===== src/rtl/instr_fetch_unit.sv =====
// Instruction-fetch stage: PC ownership, imem read/busywait handshake, output buffer plus skid entry.
// Optional performance counters (fetch_cnt, bubble_cnt) are enabled with `define IFU_PERF_CNT_EN.
module instr_fetch_unit #(
  parameter logic [31:0] RESET_PC  = 32'h0000_0000,
  parameter logic [31:0] NOP_INSTR = 32'h0000_0013
) (
  input  logic        clock,
  input  logic        reset,
  input  logic        stall,
  input  logic        branch_taken,
  input  logic [31:0] branch_target,
  input  logic        imem_busywait,
  input  logic [31:0] imem_readdata,
  output logic        imem_read,
  output logic [31:0] imem_address,
  output logic [31:0] PC,
  output logic [31:0] nextPC,
  output logic [31:0] Instruction,
  output logic        Insthit
`ifdef IFU_PERF_CNT_EN
  ,
  output logic [31:0] fetch_cnt,
  output logic [31:0] bubble_cnt
`endif
);

  typedef enum logic [1:0] {S_BOOT, S_REQ, S_SKID} state_t;

  state_t      state_q, state_d;
  logic [31:0] pc_q, pc_d;
  logic [31:0] req_q, req_d;
  logic [31:0] buf_pc_q, buf_pc_d;
  logic [31:0] buf_instr_q, buf_instr_d;
  logic        buf_valid_q, buf_valid_d;
  logic [31:0] sk_pc_q, sk_pc_d;
  logic [31:0] sk_instr_q, sk_instr_d;
  logic        kill_q, kill_d;

  logic        complete;
  logic        accept;
  logic        kept;
  logic [31:0] target;

  assign complete = (state_q == S_REQ) && !imem_busywait;
  assign accept   = !stall || !buf_valid_q;
  assign target   = branch_target & ~32'h0000_0003;
  // A completion only produces an instruction if neither an older nor a same-cycle redirect voids it.
  assign kept     = complete && !kill_q && !branch_taken;

  assign imem_read    = (state_q == S_REQ);
  assign imem_address = req_q;
  assign PC           = buf_pc_q;
  assign nextPC       = buf_pc_q + 32'd4;
  assign Instruction  = buf_valid_q ? buf_instr_q : NOP_INSTR;
  assign Insthit      = buf_valid_q;

  always_comb begin
    state_d     = state_q;
    pc_d        = pc_q;
    req_d       = req_q;
    buf_pc_d    = buf_pc_q;
    buf_instr_d = buf_instr_q;
    buf_valid_d = buf_valid_q;
    sk_pc_d     = sk_pc_q;
    sk_instr_d  = sk_instr_q;
    kill_d      = kill_q;

    if (branch_taken) begin
      pc_d        = target;
      buf_valid_d = 1'b0;
      case (state_q)
        S_BOOT: begin
          req_d   = target;
          state_d = S_REQ;
        end
        S_REQ: begin
          if (kill_q) begin
            // The killed read is still outstanding; once it lands, fetch resumes at the newest target.
            if (complete) begin
              kill_d = 1'b0;
              req_d  = target;
            end
          end else if (complete) begin
            req_d = target;
          end else begin
            kill_d = 1'b1;
          end
        end
        S_SKID: begin
          req_d   = target;
          state_d = S_REQ;
        end
        default: state_d = S_BOOT;
      endcase
    end else begin
      case (state_q)
        S_BOOT: begin
          req_d   = pc_q;
          state_d = S_REQ;
        end
        S_REQ: begin
          if (complete) begin
            if (kill_q) begin
              kill_d = 1'b0;
              req_d  = pc_q;
            end else begin
              if (accept) begin
                buf_pc_d    = req_q;
                buf_instr_d = imem_readdata;
                buf_valid_d = 1'b1;
              end else begin
                sk_pc_d    = req_q;
                sk_instr_d = imem_readdata;
                state_d    = S_SKID;
              end
              pc_d  = req_q + 32'd4;
              req_d = req_q + 32'd4;
            end
          end else if (!stall) begin
            buf_valid_d = 1'b0;
          end
        end
        S_SKID: begin
          if (!stall) begin
            buf_pc_d    = sk_pc_q;
            buf_instr_d = sk_instr_q;
            buf_valid_d = 1'b1;
            req_d       = pc_q;
            state_d     = S_REQ;
          end
        end
        default: state_d = S_BOOT;
      endcase
    end
  end

  always_ff @(posedge clock) begin
    if (!reset) begin
      state_q     <= S_BOOT;
      pc_q        <= RESET_PC;
      req_q       <= RESET_PC;
      buf_pc_q    <= RESET_PC;
      buf_instr_q <= NOP_INSTR;
      buf_valid_q <= 1'b0;
      sk_pc_q     <= RESET_PC;
      sk_instr_q  <= NOP_INSTR;
      kill_q      <= 1'b0;
    end else begin
      state_q     <= state_d;
      pc_q        <= pc_d;
      req_q       <= req_d;
      buf_pc_q    <= buf_pc_d;
      buf_instr_q <= buf_instr_d;
      buf_valid_q <= buf_valid_d;
      sk_pc_q     <= sk_pc_d;
      sk_instr_q  <= sk_instr_d;
      kill_q      <= kill_d;
    end
  end

`ifdef IFU_PERF_CNT_EN
  logic [31:0] fetch_cnt_q, bubble_cnt_q;

  always_ff @(posedge clock) begin
    if (!reset) begin
      fetch_cnt_q  <= 32'd0;
      bubble_cnt_q <= 32'd0;
    end else begin
      if (kept)
        fetch_cnt_q <= fetch_cnt_q + 32'd1;
      if (!stall && !buf_valid_q)
        bubble_cnt_q <= bubble_cnt_q + 32'd1;
    end
  end

  assign fetch_cnt  = fetch_cnt_q;
  assign bubble_cnt = bubble_cnt_q;
`else
  logic unused_kept;
  assign unused_kept = kept;
`endif

endmodule


===== config.mk =====
export PLATFORM = sky130hd
export DESIGN_NAME = instr_fetch_unit
export DESIGN_NICKNAME = d
export VERILOG_FILES = /design/src/rtl/instr_fetch_unit.sv
export SDC_FILE = /design/constraint.sdc
export NUM_CORES = 1
export LEC_CHECK = 0
export CAP_MARGIN = 20
export CORE_MARGIN = 4
export CORE_UTILIZATION = 50
export CTS_BUF_LIST = sky130_fd_sc_hd__clkbuf_4
export CTS_CLUSTER_SIZE = 10
export DETAILED_ROUTE_END_ITERATION = 7
export HOLD_SLACK_MARGIN = 0.06
export PLACE_DENSITY = 0.78
export SYNTH_ARGS = -nofsm -noshare
export SYNTH_HDL_FRONTEND = slang
export SYNTH_SLANG_ARGS = --single-unit

===== constraint.sdc =====
create_clock -name clock -period 2.6 [get_ports clock]
set_input_delay 0.26 -clock clock [delete_from_list [all_inputs] [get_ports clock]]
set_output_delay 0.26 -clock clock [all_outputs]
set_load 0.02 [all_outputs]

==> results of run 1 <==
==> worst reg2reg max path, cell delays in order (launching register included) <==
cell and delay [ps]:
dfxtp_1 440, inv_1 90, ha_1 310, and2_1 260, a2111oi_4 350, buf_4 210, nand2_1 190, a211o_1 330
o21ai_0 60
==> worst max path at each step <==
| stage | startpoint | endpoint | slack, ps | depth (start not counted) |
|---|---|---|---|---|
| 3_5_place_dp | PC[8]$_SDFFE_PN0P_ | nextPC[25] | -30 | 7 |
| 2_1_floorplan | PC[7]$_SDFFE_PN0P_ | nextPC[28] | 280 | 6 |
| 6_report | PC[6]$_SDFFE_PN0P_ | nextPC[25] | -50 | 7 |
| 3_3_place_gp | PC[9]$_SDFFE_PN0P_ | nextPC[25] | -10 | 7 |
| 4_1_cts | PC[9]$_SDFFE_PN0P_ | nextPC[31] | -140 | 7 |
| 5_1_grt | PC[6]$_SDFFE_PN0P_ | nextPC[31] | -190 | 7 |
==> state kept, by name, summed over array words and instances, names as in the netlist <==
register and flops:
Insthit 1, PC 32, buf_instr_q 32, imem_address 32, kill_q 1, pc_q 32
sk_instr_q 32, sk_pc_q 32, state_q 2
==> repair_timing <==
action | 4_1_cts | 5_1_grt
buffers inserted | 3 | 7
pin swaps | 5 | 9
hold buffers | 0 | 0
resized for setup | 96 | 34
setup endpoints to repair | 24 | 25
==> cells by family (layout without fill, tap and decap cells) <==
group                    count (synthesis)  count (layout)
flip-flops                             196             196
buffers and inverters                  122             322
AO/OA/AOI/OAI                          283             283
multiplexers                            67              67
other                                    0               2
XOR/XNOR                                49              49
adder cells (fa/ha/maj)                  6               6
AND/OR/NAND/NOR                        481             481
==> cell type report <==
cell class                 count  area share, %
clock buffer                  17          1.009
tap                          260          2.573
sequential                   196          31.11
antenna                        2        0.03958
timing repair buffer         275          20.26
multi-input combinational    886          43.42
inverter                      15         0.4651
clock inverter                15          1.118
==> synth_stat cells, types with 5 or more instances <==
cell	n	area share, %
nor3_1	26	1.3
ha_1	6	0.77
nor2_1	119	4.6
and2_1	36	2.3
clkbuf_1	87	3.4
o21ai_0	38	2.0
and3_1	17	1.1
nand2b_1	7	0.45
nor4_1	6	0.39
o211ai_1	12	0.93
a211oi_1	64	4.9
nand3_1	35	1.8
a22oi_1	6	0.46
o221ai_1	6	0.54
o22ai_1	13	0.84
nand4_1	10	0.64
buf_2	10	0.51
a32oi_1	5	0.45
o32ai_1	5	0.45
inv_1	15	0.58
nand2_1	189	7.3
xnor2_1	24	2.2
a31oi_1	6	0.39
dfxtp_1	196	40
mux2i_1	64	6.6
a21oi_1	97	5.0
xor2_1	25	2.2
==> per-layer routing <==
layer  GRT usage, %  vias to the layer above  share of wire [%]
met5              0                        -                  0
met4          6.757                        0                1.6
met3          4.752                       43                8.8
met2          38.95                      418                 45
met1          36.30                     4429                 44
li1               -                     4612                  -
==> report_power, final <==
| group | internal (W) | total, W | switching (W) |
|---|---|---|---|
| clock network | 0.000423 | 0.00158 | 0.00116 |
| registers | 0.00334 | 0.00365 | 0.000307 |
| logic | 0.00132 | 0.00310 | 0.00178 |
==> placed cells by master, fill, tap and decap left out, types with 6 or more instances in the layout <==
cell type,instances
a31oi_1,6
o22ai_1,13
nand4_1,10
nand3_1,32
buf_4,82
xor2_1,25
o21ai_0,38
o211ai_1,12
a21oi_1,97
nand2_1,188
nand2b_1,7
clkbuf_4,17
dfxtp_2,8
a211oi_1,64
xnor2_1,24
a22oi_1,6
nor2_1,116
and2_1,36
clkdlybuf4s50_1,170
dfxtp_1,188
o221ai_1,6
inv_1,14
and3_1,16
nor3_1,18
mux2i_1,64
==> stage by stage <==
step	instance area (µm²)	total power, W	setup WS (ps)	hold WS (ps)	util, %
2_1_floorplan	9736	0.005437	279.8	384.2	-
3_3_place_gp	12190	0.006736	-9.773	441.1	64.31
3_5_place_dp	12190	0.006795	-26.73	446.1	64.31
4_1_cts	12550	0.008315	-143.6	123.7	66.21
5_1_grt	12640	0.008746	-186.8	145.7	66.70
6_report	12640	0.008329	-49.40	157.7	66.70
==> results.md, run 1 <==
- Min-delay src: branch_taken
- Post-synthesis register bit count: 196
- Crit-path most repeated cell: buf_4
- Die ar.: 21770 µm²
- Xor/xnor share of the synthesized area: 4.408%
- Final HPWL DP: 19.63 mm
- FP Rows: 50
- Ys async rst share: 0%
- Max transition margin: 48.33%
- Setup TNS: -112.6 ps
- Fraction of layout cells with a size suffix above 1: 13.25%
- Tightest Hold Check Type: in -> reg
- Critical path capture point type: output pin
- Drt first-iter violations: 861
- Critical path required time: 2340 ps
- Register area share after synthesis: 40.30%
- Cell count after placement: 1622
- RSZ-0062 raised after global routing: yes
- Outcome: complete, but fails checks
- Synthesized Nets: 1279
- Post-synthesis mux area share: 6.927%
- Largest net degree at the start of global routing: 77
- Total gr overflow: 0
- Period Utilization, post-route: 101.9%
- GRT Overall Usage: 25.23%
- GP Congestion: 0.8619
- Kind of critical path: reg -> out
- Delay of the slowest cell on the worst path: 430 ps
- Clock latency on the worst-skew pair: 610 ps
- First-pass iteration count of the detailed router: 5
- Root Driver: clkbuf_4
- Main combinational cell family by area after synthesis: simple AND/OR/NAND/NOR gates
- CTS sink cnt: 196
- Fin cells: 1666
- Library cells used by synthesis: 64
- Max H-tree Level: 4
- Initial Util: 51.36%
- Slowest cell on crit path: or3_4
- Failing checks: setup timing
- Worst reg2reg path depth: 8
- Average cell area after synthesis: 8.086 µm²
- Crit path arrival time: 2390 ps
- Area grow syn2layout: 29.87%
- Max-slew violations: 0
- Drt total wl: 28.67 mm
- Ys flop type: dfxtp_1
- Slew @ Worst Pin: 775.1 ps
- Total of max-cap violations: 0
- Flop2flop setup slack: 320 ps
- Core area: 18960 µm²
- Initial antenna violation count: 1
- Yosys warnings: 0
- Compound-Gate Fraction of Synth Area: 18.75%
- Maximum clock rate: 377.4 MHz
- Crit-path max FO: 5
- Power Dens Cells: 658.8 nW/µm²
- Worst Skew: 25.88 ps
- Detailed-route via count: 9502
- Post-Synthesis Cells: 1204
- TritonCTS clock tree: yes
- Die width: 147.5 µm
- R2r startpoint: state_q[1]$_SDFFE_PN0P_
- Nets: 1466
- Clk slew on worst S/H paths: 170 ps
- Port-buffer cells: 196
- Hold Path Depth: 3
- Adder-cell area share of the yosys netlist: 0.7711%
- Die H: 147.5 µm
- Setup violators final: 4
- Synth Area in Simple Gates: 23.71%
- Clk buf depth: 2
- Hold endpoint: pc_q[13]$_SDFFE_PN0P_
- Final ANT Viol Nets: 0
- Slack of the critical path: -49.40 ps
- TritonCTS Buffers: 17
- Via density: 5.703
- VDD IR-drop max: 0.3907 mV
- I/O Pins: 199
- Lkg Pwr: 4.550 nW
- Filler cells: 1635
- Critical-path cell list: and4_4, nand3_4, or3_4, buf_4, nor3_2, xor2_1, buf_4
- CP Launch Type: flop
- Wire per inst: 17.21 µm
- Crit Reg-Reg Endpoint: imem_address[7]$_SDFFE_PN0P_
- Fin crit period: 2649 ps
- EDFF count, synth: 0
- Multi-input gate area: 5490 µm²
- Delay-heaviest family, CP: simple AND/OR/NAND/NOR gates
- Final hold vios: 0
- CP Buf/Inv Count: 2
- Drc violations: 0
- Seq. cell area: 3934 µm²
- First-pass GRT wire length: 45.37 mm
- Vias in the first global route: 8581
- Synthesized area: 9736 µm²
(Power assumes the default switching activity.)
==> inputs of run 2 (changes only) <==
- CORE_ASPECT_RATIO: not set -> 0.7
- PLACE_DENSITY: 0.78 -> 0.89
==> run 2 against run 1 <==
The run still ends with setup timing left; highest routed layer unchanged; die area grew 0.16%; sequential power is essentially flat; critical path type unchanged; hold slack better by 42 ps; total power rose by 3.8%; clock power increased by 15%; first-iteration DRC count increased by 40%; register-to-register slack got worse by 90 ps; wire length grew 7.4%; non-clock buffer count decreased by 1; final cell count hardly changed; critical path depth did not move; via count rose by 3.3%; largest cell class unchanged.
==> results.md, run 2 (synthesized netlist as in run 1, its figures left out) <==
- Min-delay src: imem_readdata[23]
- Top routing layer in use: met4
- Via density: 5.887
- Period Utilization, post-route: 101.8%
- Wire per inst: 18.47 µm
- VDD IR-drop max: 0.3481 mV
- Drc violations: 0
- Clock latency on the worst-skew pair: 620 ps
- Max H-tree Level: 4
- Crit Reg-Reg Endpoint: PC[6]$_SDFFE_PN0P_
- Outcome: complete, but fails checks
- R2r startpoint: state_q[1]$_SDFFE_PN0P_
- Lkg Pwr: 4.635 nW
- RSZ-0062 raised after global routing: yes
- ANT cells: 0
- Crit path arrival time: 2390 ps
- Fin crit period: 2648 ps
- Slack of the critical path: -47.87 ps
- Total of max-cap violations: 0
- Port-buffer cells: 196
- Met1 wire length: 12.92 mm
- Drt total wl: 30.79 mm
- Tightest Hold Check Type: in -> reg
- Hold Path Depth: 3
- Fraction of layout cells with a size suffix above 1: 13.61%
- WL met2: 13.86 mm
- Max-slew violations: 0
- Dpl ws: -46.78 ps
- Max transition margin: 22.32%
- WL met3: 3.312 mm
- Critical path capture point type: output pin
- Area grow syn2layout: 30.77%
- Clk buf depth: 2
- Final ANT Viol Nets: 0
- DP Area: 12220 µm²
- Drt first-iter violations: 1207
- Vias in the first global route: 9094
- Clk slew on worst S/H paths: 160 ps
- FP Rows: 42
- Die ar.: 21800 µm²
- GP Congestion: 0.8976
- Hold endpoint: sk_instr_q[23]$_SDFFE_PN0P_
- Critical path required time: 2340 ps
- Setup violators final: 3
- Total gr overflow: 0
- Most frequent cells in the layout: nand2_1 (189), dfxtp_1 (183), clkdlybuf4s50_1 (169), nor2_1 (114), a21oi_1 (97)
- Core area: 19020 µm²
- Nets: 1465
- Crit-path max FO: 4
- CTS sink cnt: 196
- Detailed-route via count: 9814
- TritonCTS Buffers: 17
- Maximum clock rate: 377.7 MHz
- Root Driver: clkbuf_4
- Kind of critical path: reg -> out
- Final Instance Area: 12730 µm²
- Worst reg2reg path depth: 7
- Die H: 124.7 µm
- Power Dens Cells: 679.3 nW/µm²
- Final hold vios: 0
- Flop2flop setup slack: 230 ps
- Failing checks: setup timing
- Initial Util: 51.18%
- I/O Pins: 199
- GRT Overall Usage: 26.91%
- Initial antenna violation count: 0
- Largest net degree at the start of global routing: 103
- First-pass iteration count of the detailed router: 8
- Slew @ Worst Pin: 1165 ps
- CP Launch Type: flop
- Die width: 174.8 µm
- First-pass GRT wire length: 48.04 mm
- Worst Skew: 20.60 ps
- Final HPWL DP: 20.94 mm
- Most common cell after layout, fill and taps aside: nand2_1
- TritonCTS clock tree: yes
run 2: worst max-delay path by stage:
stage,startpoint,cells after the start,to
2_1_floorplan,PC[7]$_SDFFE_PN0P_,6,nextPC[28]
3_3_place_gp,PC[9]$_SDFFE_PN0P_,7,nextPC[29]
3_5_place_dp,PC[9]$_SDFFE_PN0P_,6,nextPC[31]
4_1_cts,PC[6]$_SDFFE_PN0P_,7,nextPC[25]
5_1_grt,PC[9]$_SDFFE_PN0P_,7,nextPC[25]
6_report,PC[9]$_SDFFE_PN0P_,7,nextPC[29]
run 2: layout make-up:
cell class	count	area (µm²)
fillers	1501	6292
multi-input cells	886	5508
flip-flops and latches	196	3940
repair buffers	274	2584
well taps	264	330.3
clock inverters	14	175.2
clock buffers	18	135.1
inverters	15	58.81
run 2: timing repair:
item	4_1_cts	5_1_grt
hold endpoints to repair	1	0
endpoints found under the setup margin	23	49
pin swaps	8	9
gates resized for setup	99	44
setup buffers	2	4
hold buffers	1	0
run 2: routing by layer:
metal | global-route usage [%] | up-vias
met5 | 0 | -
met2 | 41.50 | 580
met4 | 8.680 | 0
met3 | 6.705 | 76
met1 | 37.08 | 4556
li1 | - | 4602
run 2: power breakdown:
group          switching, W  internal [W]  total, W
combinational       0.00183       0.00134   0.00317
sequential         0.000326       0.00334   0.00367
clock               0.00112      0.000688   0.00181
run 2: worst max-delay path, cell delays in order (launching register included):
cell and delay, ps:
dfxtp_2 370, and4_4 250, nand3_4 90, or3_4 390, buf_6 160, nor3_4 160
xor2_1 190, buf_4 170
run 2: per-stage QoR:
stage	cells	total power (W)	util (%)	hold WS [ps]	TNS (ps)
after floorplan	1204	0.005437	-	384.2	0
after global placement	1628	0.006750	64.25	440.7	0
after detailed placement	1628	0.006837	64.25	446.3	-54.94
after CTS	1663	0.008566	66.37	177.4	-366.4
after global routing	1667	0.009044	66.92	172.5	-1088
final	1667	0.008648	66.92	200.0	-81.97
